**config.mk**
```make
export PLATFORM = sky130hd
export DESIGN_NAME = inst_fetch_buffer
export DESIGN_NICKNAME = d
export VERILOG_FILES = /design/src/rtl/inst_fetch_buffer.sv
export SDC_FILE = /design/constraint.sdc
export NUM_CORES = 1
export LEC_CHECK = 0
export BUFFER_PORTS_ARGS = -buffer_cell sky130_fd_sc_hd__buf_2
export CORE_ASPECT_RATIO = 0.75
export CORE_MARGIN = 1.5
export CORE_UTILIZATION = 50
export DETAILED_ROUTE_END_ITERATION = 6
export GPL_ROUTABILITY_DRIVEN = 0
export PLACE_DENSITY = 0.69
export SETUP_SLACK_MARGIN = 0.15
export SLEW_MARGIN = 0
export SYNTH_ARGS = -nofsm -noshare
export SYNTH_HDL_FRONTEND = slang
export SYNTH_SLANG_ARGS = --single-unit
```
**constraint.sdc**
```tcl
create_clock -name clk -period 4.2 [get_ports clk]
set_input_delay 0.21 -clock clk [delete_from_list [all_inputs] [get_ports clk]]
set_output_delay 0.21 -clock clk [all_outputs]
set_load 0.02 [all_outputs]
```
**src/rtl/inst_fetch_buffer.sv**
```systemverilog
// -----------------------------------------------------------------------------
// inst_fetch_buffer
//   Fetch stage in front of the dual-issue decoder. Reads 64-bit instruction
//   pairs (two 32-bit words, low word = earlier instruction) from local store,
//   queues them in a small FIFO, and presents the FIFO head to the decoder.
//   Honours decoder back-pressure and flushes/redirects on a taken branch.
//
//   A read strobe in cycle k returns memData in cycle k+1. That data is pushed
//   at the end of k+1, so the pair can reach instOut in cycle k+2.
//
// Ports
//   clk           in   1            clock
//   reset         in   1            synchronous, active-high reset
//   stallIn       in   1            decoder busy: hold instOut, do not pop
//   branchTaken   in   1            redirect request (single-cycle pulse)
//   branchTarget  in   addrWidth    word address of redirect target
//   memRdEn       out  1            local-store read strobe
//   memAddr       out  addrWidth    word address of pair (bit 0 always 0)
//   memData       in   2*instWidth  read data, valid 1 cycle after memRdEn
//   instOut       out  2*instWidth  pair to decoder; all-ones = empty/NOP
//   instValid     out  1            instOut holds a real pair
//   pcOut         out  addrWidth    word address of instOut low word
// -----------------------------------------------------------------------------
module inst_fetch_buffer #(
    parameter int addrWidth = 11,
    parameter int instWidth = 32,
    parameter int DEPTH     = 4
) (
    input  logic                   clk,
    input  logic                   reset,
    input  logic                   stallIn,
    input  logic                   branchTaken,
    input  logic [addrWidth-1:0]   branchTarget,
    output logic                   memRdEn,
    output logic [addrWidth-1:0]   memAddr,
    input  logic [2*instWidth-1:0] memData,
    output logic [2*instWidth-1:0] instOut,
    output logic                   instValid,
    output logic [addrWidth-1:0]   pcOut
);

    localparam int PAIR_W = 2 * instWidth;
    localparam int PTR_W  = $clog2(DEPTH);
    localparam int CNT_W  = PTR_W + 1;
    localparam logic [PAIR_W-1:0] NOP_PAIR = '1;

    typedef enum logic {RUN, REDIRECT} state_t;

    state_t state, state_next;

    logic [addrWidth-1:0] pc;
    logic                 rd_mask;     // read on the bus is an odd-target redirect fetch
    logic                 resp_valid;  // memData this cycle belongs to a live read
    logic [addrWidth-1:0] resp_addr;
    logic                 resp_mask;

    logic [PAIR_W-1:0]    fifo_data [DEPTH];
    logic [addrWidth-1:0] fifo_pc   [DEPTH];
    logic [PTR_W-1:0]     rd_ptr, wr_ptr, rd_ptr_next;
    logic [CNT_W-1:0]     count, count_after_pop, count_next;
    logic [CNT_W:0]       credit;

    logic                 flush, push, pop, issue;
    logic [PAIR_W-1:0]    push_data, head_data;
    logic [addrWidth-1:0] head_pc, target_pair;
    logic                 head_valid;

    always_ff @(posedge clk) begin
        if (reset) state <= RUN;
        else       state <= state_next;
    end

    // NOTE: every signal gets a default before any branch so no latch is inferred.
    always_comb begin
        state_next      = state;
        flush           = branchTaken;
        push            = 1'b0;
        pop             = 1'b0;
        issue           = 1'b0;
        push_data       = memData;
        count_after_pop = count;
        count_next      = count;
        rd_ptr_next     = rd_ptr;
        credit          = '0;
        head_valid      = 1'b0;
        head_data       = NOP_PAIR;
        head_pc         = '0;
        target_pair     = {branchTarget[addrWidth-1:1], 1'b0};

        case (state)
            RUN:      if (branchTaken) state_next = REDIRECT;
            REDIRECT: state_next = branchTaken ? REDIRECT : RUN;
            default:  state_next = RUN;
        endcase

        // A flush discards both the arriving pair and any pop this cycle.
        push = resp_valid && !flush;
        pop  = instValid && !stallIn && !flush && (state == RUN);

        // Odd redirect target: the even word before it must not execute.
        if (resp_mask) push_data[instWidth-1:0] = '1;

        count_after_pop = count - CNT_W'(pop);
        count_next      = count_after_pop + CNT_W'(push);
        rd_ptr_next     = rd_ptr + PTR_W'(pop);

        // Reserve a slot for the read already on the bus so a push never
        // lands in a full FIFO.
        credit = {1'b0, count_next} + (CNT_W+1)'(memRdEn);
        issue  = (state == RUN) && !flush && (credit < (CNT_W+1)'(DEPTH));

        // Head after this edge: bypass the pushed pair into an empty FIFO.
        head_valid = (count_next != '0);
        if (count_after_pop == '0) begin
            if (push) begin
                head_data = push_data;
                head_pc   = resp_addr;
            end
        end else begin
            head_data = fifo_data[rd_ptr_next];
            head_pc   = fifo_pc[rd_ptr_next];
        end
    end

    // NOTE: the FIFO storage has no reset; count and pointers alone decide
    // which entries are live, so the storage never needs clearing.
    always_ff @(posedge clk) begin
        if (push) begin
            fifo_data[wr_ptr] <= push_data;
            fifo_pc[wr_ptr]   <= resp_addr;
        end
    end

    // NOTE: sequential state uses non-blocking assignments so every register
    // samples values from before the edge, independent of statement order.
    always_ff @(posedge clk) begin
        if (reset) begin
            pc         <= '0;
            memRdEn    <= 1'b0;
            memAddr    <= '0;
            rd_mask    <= 1'b0;
            resp_valid <= 1'b0;
            resp_addr  <= '0;
            resp_mask  <= 1'b0;
            rd_ptr     <= '0;
            wr_ptr     <= '0;
            count      <= '0;
            instOut    <= NOP_PAIR;
            instValid  <= 1'b0;
            pcOut      <= '0;
        end else if (flush) begin
            // Refetch from the target immediately; the read on the bus now
            // is cancelled by dropping its response.
            pc         <= target_pair + addrWidth'(2);
            memRdEn    <= 1'b1;
            memAddr    <= target_pair;
            rd_mask    <= branchTarget[0];
            resp_valid <= 1'b0;
            resp_mask  <= 1'b0;
            rd_ptr     <= '0;
            wr_ptr     <= '0;
            count      <= '0;
            instOut    <= NOP_PAIR;
            instValid  <= 1'b0;
            pcOut      <= '0;
        end else begin
            memRdEn    <= issue;
            if (issue) begin
                memAddr <= pc;
                pc      <= pc + addrWidth'(2);
            end
            rd_mask    <= 1'b0;
            resp_valid <= memRdEn;
            resp_addr  <= memAddr;
            resp_mask  <= rd_mask;
            if (push) wr_ptr <= wr_ptr + PTR_W'(1);
            rd_ptr     <= rd_ptr_next;
            count      <= count_next;
            instOut    <= head_data;
            instValid  <= head_valid;
            pcOut      <= head_pc;
        end
    end

endmodule

```
==> key figures <==
Timing
  – Setup violations, final: 0
  – Max-slew headroom: 0.389
  – Final Max Tran Viols: 0
  – Fin Setup TNS: 0 ps
  – Setup slack after layout: 1210 ps
  – Final min period: 2990 ps
  – WHS: 19.4 ps
  – RSZ-0062 raised after global routing: false
  – Final period util: 0.713
  – Worst-margin pin slew: 916 ps
  – Worst clock skew: around 13 ps
  – F_max: between 300 and 400 MHz
  – Fin. Hold Viols: 0

Clock network
  – Clock Sinks: 413
  – Postcts setup bufs: 0
  – CTS buffer count: 40
  – PostCTS Resize Cnt: 0
  – Worst skew pair latency: around 530 ps
  – Clock transition at path regs: roughly 60 ps
  – CTS tree: done
  – Clock Tree Root: clkbuf_16
  – CTS H-tree depth: 2
  – Clk buf depth: 3

Synth
  – Yosys warnings: 0
  – Syn Area/Cell: 16.9 µm²
  – Synth area leader: edfxtp_1
  – Seq/Total Area, Yosys: 0.730
  – Cell with the most instances after synthesis: edfxtp_1
  – Netlist cell types: 52
  – Ranking of synthesized cells by area: edfxtp_1 (58%), dfxtp_1 (15%), mux4_2 (11%)
  – Yosys reg bits: 413
  – Async SR Flop Fraction: 0
  – Area share of the largest cell type after synthesis: 0.577
  – Top cells by count, synth: edfxtp_1 (296), dfxtp_1 (117), nand2_1 (83), mux4_2 (74), o22ai_1 (66)
  – Post-Synthesis Cells: 910
  – Post-synth top flop: edfxtp_1
  – Post-synth EDFFs: 296
  – Mapped cell area: approximately 15,000 µm²

Outcome
  – Status: completed

Hold path
  – Hold Path Class: in2reg

Setup path
  – CP Capture Type: flip-flop
  – Critical Path Max Stage Delay: roughly 530 ps
  – Slowest-stage cell, CP: or2_1
  – Worst path arrival time: approximately 3400 ps
  – Critical path fanouts, max: 15
  – Flop2flop setup slack: around 1200 ps
  – Cell mode on critical path: ha_1
  – CP required: 4650 ps
  – Critical setup path kind: reg2reg
  – CP cell instances: nor4b_1 > buf_4 > ha_1 > ha_1 > inv_1 > ha_1 > xor3_1 > a311oi_2 > or2_1 > nand2b_2 > o22ai_1
  – Setup crit start kind: flip-flop

Placement
  – Number of port buffers: approximately 160
  – Dpl cell area: about 17,000 µm²
  – Post-place setup slack: between 1000 and 1500 ps
  – HPWL Detailed: 17.6 mm

Power and ir drop
  – Leakage Power: 6.32 nW
  – Total power: 0.00829 W
  – Power Dens Cells: 450 nW/µm²
  – Worst vdd ir: 0.250 mV

Floorplanning
  – I/O Pins: roughly 170
  – Die width: 206 µm
  – Row cnt: 55
  – Core area: 30,200 µm²
  – Die area: 31,900 µm²
  – Starting Density: 0.510
  – Die Ht: 155 µm

Global route
  – Vias in the first global route: around 8,800
  – Gr ovfl total: 0
  – GR Util All Layers: 0.204
  – Initial antenna violation count: 0
  – Largest net degree at the start of global routing: 73
  – Gr busiest metal: met2
  – GRT met2 Usage: 0.328
  – Met3 Resource Use GR: 0.0427
  – Met1 usage: 0.291
  – First-pass GRT wire length: 49.6 mm

Final layout
  – Layout cells sized above 1: 0.317
  – Ant. Diodes: 0
  – Synthesis-to-layout area growth: 19.6%
  – Finished Cell Area: around 18,000 µm²
  – Layout net count: 1,213

Drt
  – DR iter-0 viols: 680
  – Number of vias per cell: 5.54
  – Detailed Route WL: 32.0 mm
  – ANT nets after route: 0
  – Drt pass-1 iters: 4
  – DRC: 0
  – Wire per inst: approximately 21 µm
  – DR vias: 8,607

Run
  – Max-capacitance violation count: 0
[critical path, delay by kind of cell (launching register included)]
kind                     cells  cell delay (ps)
flip-flops                   1              340
AND/OR/NAND/NOR              3              930
AO/OA/AOI/OAI                2              580
buffers and inverters        2              260
XOR/XNOR                     1              270
adder cells (fa/ha/maj)      3              530
[metrics by stage]
step,cells,utilization
finish,1553,0.609
global placement,1435,0.552
floorplan,911,-
detailed placement,1435,0.552
global route,1553,0.609
CTS,1551,0.609
[state kept, by name, indices dropped and copies added, names as in the netlist]
register	flops
fifo_pc	40
instOut	64
instValid	1
resp_mask	1
wr_ptr	2
resp_valid	1
pcOut	10
state	1
memAddr	10
fifo_data	256
rd_mask	1
resp_addr	10
memRdEn	1
rd_ptr	2
count	3
pc	10
[cell usage in the layout (no fill, tap or decap), types with 3 or more instances in the layout]
cell	count
edfxtp_1	296
buf_2	164
dfxtp_1	117
nand2_1	82
mux4_2	74
o22ai_1	66
dlygate4sd3_1	46
clkbuf_16	41
nor2_1	38
or2_2	33
mux2i_1	17
a22oi_1	12
buf_4	12
inv_1	11
clkinv_1	11
clkinv_2	10
and2_1	9
ha_1	9
nand3_1	7
nand2b_1	6
xor2_1	6
a211oi_1	6
xnor2_1	5
clkbuf_1	5
buf_12	5
and2_4	4
nand3b_1	4
nor3_1	4
bufinv_16	4
mux2_2	3
nand2_2	3
o21ai_0	3
a211o_1	3
[path summary, 6_finish.rpt]
path / from / endpoint / cells past startpoint
max: state$_SDFF_PP0_ / pc[8]$_SDFFE_PP0P_ / 11
max reg2reg: state$_SDFF_PP0_ / pc[8]$_SDFFE_PP0P_ / 11
min reg2reg: rd_mask$_SDFF_PP0_ / resp_mask$_SDFF_PP0_ / 1
min: memData[13] / fifo_data[3][13]$_DFFE_PP_ / 2
[cell type report]
type                            instances  area, µm²
Fill cell                            2274      11800
Sequential cell                       413      11200
Multi-Input combinational cell        431       3910
Timing Repair Buffer                  227       1470
Clock buffer                           46       1040
Tap cell                              399        499
Clock inverter                         26        219
Inverter                               11       41.3
[repair_timing]
item | CTS | global route
endpoints found under the hold margin | 187 | 2
setup endpoints to repair | 0 | 0
hold buffers | 44 | 2
[layer usage]
metal | vias to the layer above | part of all wire
li1 | 3936 | -
met1 | 4381 | 0.45
met2 | 255 | 0.48
met4 | 0 | 0.013
met3 | 35 | 0.055
met5 | - | 0
[cells by family after synthesis]
logic type | count (synthesis) | synth area share
xor gates and xnor gates | 13 | 0.00837
buffers and inverters | 67 | 0.0203
other | 1 | 0.000244
AOI/OAI and AO/OA | 106 | 0.0473
adders and majority gates | 10 | 0.00813
DFF | 413 | 0.730
and+or+nand+nor | 206 | 0.0645
muxes | 94 | 0.122
[report_power, final]
group / internal, W / total, W / switching [W]
Clock: 0.00203 / 0.00349 / 0.00147
Sequential: 0.00441 / 0.00444 / 0.0000318
Combinational: 0.000148 / 0.000356 / 0.000207
Total: 0.00658 / 0.00829 / 0.00171
(Power assumes the default switching activity.)
